### src/rtl/uart_command_decoder.sv
// uart_command_decoder
// Collects a five-byte host frame from the UART receiver (opcode, start
// address, end address, addresses big-endian). It validates the frame and
// offers the command/address triple to the memory-management processor over
// a valid/ready handshake. Rejected frames produce a one-cycle frame_error
// pulse, and err_code keeps the reason for the most recent rejection.

module uart_command_decoder #(
    parameter int unsigned TIMEOUT_CYCLES = 1_000_000
) (
    input  logic        clk,
    input  logic        rst_n,
    input  logic [7:0]  rx_byte,
    input  logic        rx_done,
    output logic        rx_ack,
    output logic [7:0]  command,
    output logic [15:0] start_address,
    output logic [15:0] end_address,
    output logic        cmd_valid,
    input  logic        cmd_ready,
    output logic        frame_error,
    output logic [1:0]  err_code
);

    localparam int unsigned CNT_W = $clog2(TIMEOUT_CYCLES + 1);
    localparam logic [CNT_W-1:0] TIMEOUT_LIMIT = CNT_W'(TIMEOUT_CYCLES);

    localparam logic [7:0] OP_READ  = 8'h01;
    localparam logic [7:0] OP_WRITE = 8'h02;

    localparam logic [1:0] ERR_OPCODE  = 2'd1;
    localparam logic [1:0] ERR_TIMEOUT = 2'd2;
    localparam logic [1:0] ERR_RANGE   = 2'd3;

    typedef enum logic [2:0] {
        ST_IDLE,
        ST_SA_HI,
        ST_SA_LO,
        ST_EA_HI,
        ST_EA_LO,
        ST_CHECK,
        ST_PRESENT
    } state_e;

    state_e            state_q, state_d;
    logic              armed_q, armed_d;
    logic [CNT_W-1:0]  timeoutCnt_q, timeoutCnt_d;
    logic [7:0]        opcodeShadow_q, opcodeShadow_d;
    logic [15:0]       startShadow_q, startShadow_d;
    logic [15:0]       endShadow_q, endShadow_d;
    logic [7:0]        command_q, command_d;
    logic [15:0]       startAddr_q, startAddr_d;
    logic [15:0]       endAddr_q, endAddr_d;
    logic              cmdValid_q, cmdValid_d;
    logic              rxAck_q, rxAck_d;
    logic              frameError_q, frameError_d;
    logic [1:0]        errCode_q, errCode_d;

    logic              isReceive;
    logic              inFrame;
    logic              accept;
    logic              timeoutHit;

    // Classify the current state and decide whether a byte is consumed this cycle.
    // The armed flag makes a level-held rx_done count as a single byte.
    always_comb begin
        isReceive  = (state_q == ST_IDLE)  || (state_q == ST_SA_HI) ||
                     (state_q == ST_SA_LO) || (state_q == ST_EA_HI) ||
                     (state_q == ST_EA_LO);
        inFrame    = isReceive && (state_q != ST_IDLE);
        accept     = rx_done && armed_q && isReceive;
        timeoutHit = inFrame && !accept && (timeoutCnt_q == TIMEOUT_LIMIT);
    end

    // Next-state and output logic. A timeout overrides the per-state behaviour
    // and aborts the partial frame back to IDLE.
    always_comb begin
        state_d        = state_q;
        armed_d        = armed_q;
        timeoutCnt_d   = timeoutCnt_q;
        opcodeShadow_d = opcodeShadow_q;
        startShadow_d  = startShadow_q;
        endShadow_d    = endShadow_q;
        command_d      = command_q;
        startAddr_d    = startAddr_q;
        endAddr_d      = endAddr_q;
        cmdValid_d     = cmdValid_q;
        rxAck_d        = accept;
        frameError_d   = 1'b0;
        errCode_d      = errCode_q;

        if (accept) begin
            armed_d = 1'b0;
        end else if (!rx_done) begin
            armed_d = 1'b1;
        end

        if (!inFrame || accept || timeoutHit) begin
            timeoutCnt_d = '0;
        end else begin
            timeoutCnt_d = timeoutCnt_q + CNT_W'(1);
        end

        if (timeoutHit) begin
            state_d        = ST_IDLE;
            errCode_d      = ERR_TIMEOUT;
            frameError_d   = 1'b1;
            opcodeShadow_d = 8'h00;
            startShadow_d  = 16'h0000;
            endShadow_d    = 16'h0000;
        end else begin
            case (state_q)
                ST_IDLE: begin
                    if (accept) begin
                        if ((rx_byte == OP_READ) || (rx_byte == OP_WRITE)) begin
                            opcodeShadow_d = rx_byte;
                            state_d        = ST_SA_HI;
                        end else begin
                            errCode_d    = ERR_OPCODE;
                            frameError_d = 1'b1;
                        end
                    end
                end
                ST_SA_HI: begin
                    if (accept) begin
                        startShadow_d[15:8] = rx_byte;
                        state_d             = ST_SA_LO;
                    end
                end
                ST_SA_LO: begin
                    if (accept) begin
                        startShadow_d[7:0] = rx_byte;
                        state_d            = ST_EA_HI;
                    end
                end
                ST_EA_HI: begin
                    if (accept) begin
                        endShadow_d[15:8] = rx_byte;
                        state_d           = ST_EA_LO;
                    end
                end
                ST_EA_LO: begin
                    if (accept) begin
                        endShadow_d[7:0] = rx_byte;
                        state_d          = ST_CHECK;
                    end
                end
                ST_CHECK: begin
                    if (startShadow_q > endShadow_q) begin
                        errCode_d    = ERR_RANGE;
                        frameError_d = 1'b1;
                        state_d      = ST_IDLE;
                    end else begin
                        command_d   = opcodeShadow_q;
                        startAddr_d = startShadow_q;
                        endAddr_d   = endShadow_q;
                        cmdValid_d  = 1'b1;
                        state_d     = ST_PRESENT;
                    end
                end
                ST_PRESENT: begin
                    if (cmdValid_q && cmd_ready) begin
                        cmdValid_d = 1'b0;
                        state_d    = ST_IDLE;
                    end
                end
                default: begin
                    state_d    = ST_IDLE;
                    cmdValid_d = 1'b0;
                end
            endcase
        end
    end

    // State and output registers. The reset clears any partial frame or
    // pending command at once.
    always_ff @(posedge clk or negedge rst_n) begin
        if (!rst_n) begin
            state_q        <= ST_IDLE;
            armed_q        <= 1'b1;
            timeoutCnt_q   <= '0;
            opcodeShadow_q <= 8'h00;
            startShadow_q  <= 16'h0000;
            endShadow_q    <= 16'h0000;
            command_q      <= 8'h00;
            startAddr_q    <= 16'h0000;
            endAddr_q      <= 16'h0000;
            cmdValid_q     <= 1'b0;
            rxAck_q        <= 1'b0;
            frameError_q   <= 1'b0;
            errCode_q      <= 2'd0;
        end else begin
            state_q        <= state_d;
            armed_q        <= armed_d;
            timeoutCnt_q   <= timeoutCnt_d;
            opcodeShadow_q <= opcodeShadow_d;
            startShadow_q  <= startShadow_d;
            endShadow_q    <= endShadow_d;
            command_q      <= command_d;
            startAddr_q    <= startAddr_d;
            endAddr_q      <= endAddr_d;
            cmdValid_q     <= cmdValid_d;
            rxAck_q        <= rxAck_d;
            frameError_q   <= frameError_d;
            errCode_q      <= errCode_d;
        end
    end

    assign rx_ack        = rxAck_q;
    assign command       = command_q;
    assign start_address = startAddr_q;
    assign end_address   = endAddr_q;
    assign cmd_valid     = cmdValid_q;
    assign frame_error   = frameError_q;
    assign err_code      = errCode_q;

endmodule

### config.mk
export PLATFORM = sky130hd
export DESIGN_NAME = uart_command_decoder
export DESIGN_NICKNAME = d
export VERILOG_FILES = /design/src/rtl/uart_command_decoder.sv
export SDC_FILE = /design/constraint.sdc
export NUM_CORES = 1
export LEC_CHECK = 0
export CAP_MARGIN = 20
export CORE_MARGIN = 2
export CORE_UTILIZATION = 56
export CTS_CLUSTER_DIAMETER = 120
export DETAILED_ROUTE_END_ITERATION = 8
export GPL_TIMING_DRIVEN = 0
export PLACE_DENSITY = 0.8
export SLEW_MARGIN = 25
export SYNTH_ARGS = -nofsm -noshare
export SYNTH_HDL_FRONTEND = slang
export SYNTH_SLANG_ARGS = --single-unit
### constraint.sdc
create_clock -name clk -period 3.3 [get_ports clk]
set_clock_uncertainty 0.15 [all_clocks]
set_input_delay 0.825 -clock clk [delete_from_list [all_inputs] [get_ports clk]]
set_output_delay 0.825 -clock clk [all_outputs]
set_load 0.02 [all_outputs]
==> metrics <==
flip-flop and latch count after synthesis 109; H-tree lvl count 3; I/O pin total 57; input/output buffers 56; standard cell with the maximum stage delay on the critical path sky130_fd_sc_hd__nor4_1; number of cell rows 34; result of the run completed; transition time at the pin with the least slew margin 0.736 ns; cell type with the largest total area after synthesis sky130_fd_sc_hd__dfrtp_1; antenna violations before repair 0; cell area after technology mapping 0.00500 sq mm; CP endpoint kind flop; most numerous cell on the critical path sky130_fd_sc_hd__nor4_1; critical path fanouts, max 6; Final Core Density 68.2%; placed cell areas 0.00572 sq mm; number of buffers created by CTS 9; average vias per placed instance 5.63; final hold violation count 0; count of mapped cells out of synthesis 433; Worst IR Drop VDD 365 uV; clock transition at the registers of the reported paths 0.10 ns; number of flops mapped to enable cells by yosys 0; Clock Root Buffer sky130_fd_sc_hd__clkbuf_8; HP Class in -> async; count of antenna-violating nets left after detailed routing 0; mean area per synthesized cell 11.5 sq um; largest net degree at the start of global routing 56; ratio of cells with drive above 1 in the final layout 14.4%; count of synthesis-stage warnings from yosys 0; static leakage 2.86 nW; detailed-routing iteration count for the pre-antenna-repair pass 4; RSZ-0062 raised after global routing false; overflow left after global routing 0; Iteration-0 DRC Markers 163; type of the worst setup path in -> reg; die width 98.5 um; effective utilization at floorplan 57.6%; final-layout fill cell count 655; sequential fraction of the synthesis area 54.6%; share of flip-flops with an asynchronous set or reset 100%; via count of the first global-routing pass 3635; TritonCTS clock tree done; data required time of the critical path 3.43 ns; number of resized instances in the post-cts repair step 0; Chip Height 98.5 um; critical path data arrival time 3.01 ns; final routed wire length divided by cell count 16.7 um; Achievable Freq 347 MHz; Post-synth top cells 108 x sky130_fd_sc_hd__dfrtp_1, 71 x sky130_fd_sc_hd__nor2_1, 36 x sky130_fd_sc_hd__mux2_2; critical path startpoint category primary input; CTS Buffer Depth 2; DRT Wirelength 10300 um; first-pass GRT wire length 17500 um; count leader, synth sky130_fd_sc_hd__dfrtp_1; worst slew margin relative to its limit 50.8%; aggregate global-route resource usage 22.8%; commonest register cell after synthesis sky130_fd_sc_hd__dfrtp_1; final setup violation count 0; postcts setup bufs 0; post-route standard cell area excluding fillers 0.00592 sq mm; fraction of post-synthesis cell area in the top cell type by area 54.1%; via count of the routed design 3455; number of nets in the layout 531; delay of the slowest cell on the worst path 0.64 ns; half-perimeter wire length of the detailed placement result 7310 um; core area 0.00868 sq mm; DR DRC count 0; gp weighted congestion 0.855; count of hold-fix buffers inserted at cts 0; cell-by-cell listing of the critical path clkdlybuf4s50_1, nor4_1, nand3_1, nor4_1, nor2_1, and2_1; number of clock sinks 109; syn nets 463; final slew viol count 0; Antenna Diode Count 0; Power Dens Cells 682 mW/mm^2; die outline area 0.00970 sq mm; clk_lat worst skew 0.38 ns; number of maximum-capacitance constraint violations 0; cell types with the largest area share after synthesis sky130_fd_sc_hd__dfrtp_1 54%, sky130_fd_sc_hd__mux2_2 8.1%, sky130_fd_sc_hd__mux2i_1 5.4%, sky130_fd_sc_hd__nor2_1 5.3%, sky130_fd_sc_hd__ha_1 4.5%; growth of design area from synthesis to finish 18.4%; library cells used by synthesis 48; final critical path time including I/O delays and setup 2.88 ns; final cycle utilization of the critical path 87.4%
flip-flops by register name, summed over array words and instances (netlist names):
register and count:
timeoutCnt_q 20, endShadow_q 16, end_address 16, startShadow_q 16
start_address 16, command 8, opcodeShadow_q 8, state_q 3
err_code 2, armed_q 1, cmd_valid 1, frame_error 1
rx_ack 1
per-layer routing:
| layer | vias to the layer above | global-route usage, % | share of wire, % |
|---|---|---|---|
| li1 | 1622 | - | - |
| met1 | 1726 | 31.4 | 46 |
| met2 | 85 | 36.1 | 48 |
| met3 | 22 | 5.32 | 4.9 |
| met4 | 0 | 7.90 | 1.7 |
| met5 | - | 0 | 0 |
cell type report:
cell class	count	area, sq um	share of cell area (%)
buffer	20	119	2.01
clock buffer	10	128	2.16
clock inverter	6	70.1	1.18
inverter	21	78.8	1.33
multi-input combinational	283	2070	35.0
sequential	109	2730	46.1
tap	108	135	2.28
timing repair buffer	57	589	9.95
power breakdown:
group	leakage [nW]	switching, W	internal [W]	total (W)
Sequential	1.47	0.000216	0.00162	0.00183
Combinational	1.29	0.000748	0.000631	0.00138
Clock	0.101	0.000465	0.000359	0.000824
metrics by stage:
step                      hold WS [ns]  power (W)  std cells  setup slack, ns  TNS, ns
after floorplan                  0.294    0.00272        433            0.895        0
after global placement           0.303    0.00316        597            -2.74  -296.97
after detailed placement         0.317    0.00324        598           0.0431        0
after CTS                        0.258    0.00406        614            0.463        0
after global routing             0.277    0.00431        614            0.260        0
final                            0.244    0.00404        614            0.416        0
kinds of logic (layout without fill, tap and decap cells):
group | count (synthesis) | after routing | share of synthesized area, %
muxes | 67 | 67 | 14.4
and+or+nand+nor | 146 | 146 | 14.4
AOI/OAI and AO/OA | 33 | 33 | 4.83
DFF | 109 | 109 | 54.6
xor gates and xnor gates | 19 | 19 | 3.33
adders and majority gates | 18 | 18 | 4.50
buffers and inverters | 41 | 114 | 3.95
cell usage in the layout, fill, tap and decap left out, types with 3 or more instances in the layout:
cell type                         count
sky130_fd_sc_hd__and2_1               7
sky130_fd_sc_hd__clkbuf_1             9
sky130_fd_sc_hd__clkdlybuf4s50_1     55
sky130_fd_sc_hd__a21oi_1             15
sky130_fd_sc_hd__buf_2                5
sky130_fd_sc_hd__mux2i_1             27
sky130_fd_sc_hd__nor4_1               3
sky130_fd_sc_hd__o21ai_0              3
sky130_fd_sc_hd__clkbuf_8             9
sky130_fd_sc_hd__and3_1               3
sky130_fd_sc_hd__buf_6                5
sky130_fd_sc_hd__nand4_1              8
sky130_fd_sc_hd__o21bai_1             3
sky130_fd_sc_hd__xor2_1              17
sky130_fd_sc_hd__nand2_1             15
sky130_fd_sc_hd__mux2_2              36
sky130_fd_sc_hd__nor4b_1              3
sky130_fd_sc_hd__inv_1               21
sky130_fd_sc_hd__nand3b_1             4
sky130_fd_sc_hd__nor2_1              71
sky130_fd_sc_hd__nand3_1             15
sky130_fd_sc_hd__ha_1                18
sky130_fd_sc_hd__dfrtp_1            108
sky130_fd_sc_hd__mux2_1               4
critical path, delay by kind of cell:
| kind | cells | cell delay [ns] |
|---|---|---|
| AND/OR/NAND/NOR | 5 | 1.66 |
| buffers and inverters | 1 | 0.53 |
path summary, 6_finish.rpt:
kind,from,to,slack (ns),cells after the start
max reg2reg,startShadow_q[13],end_address[5],0.55,7
max in group asynchronous,rst_n,armed_q,2.08,2
max,rx_byte[5],opcodeShadow_q[5],0.42,6
min reg2reg,armed_q,armed_q,0.33,2
min in group clk,armed_q,armed_q,0.33,2
min,rst_n,timeoutCnt_q[9],0.24,1
Note: power is estimated with default switching activity, not from simulation.
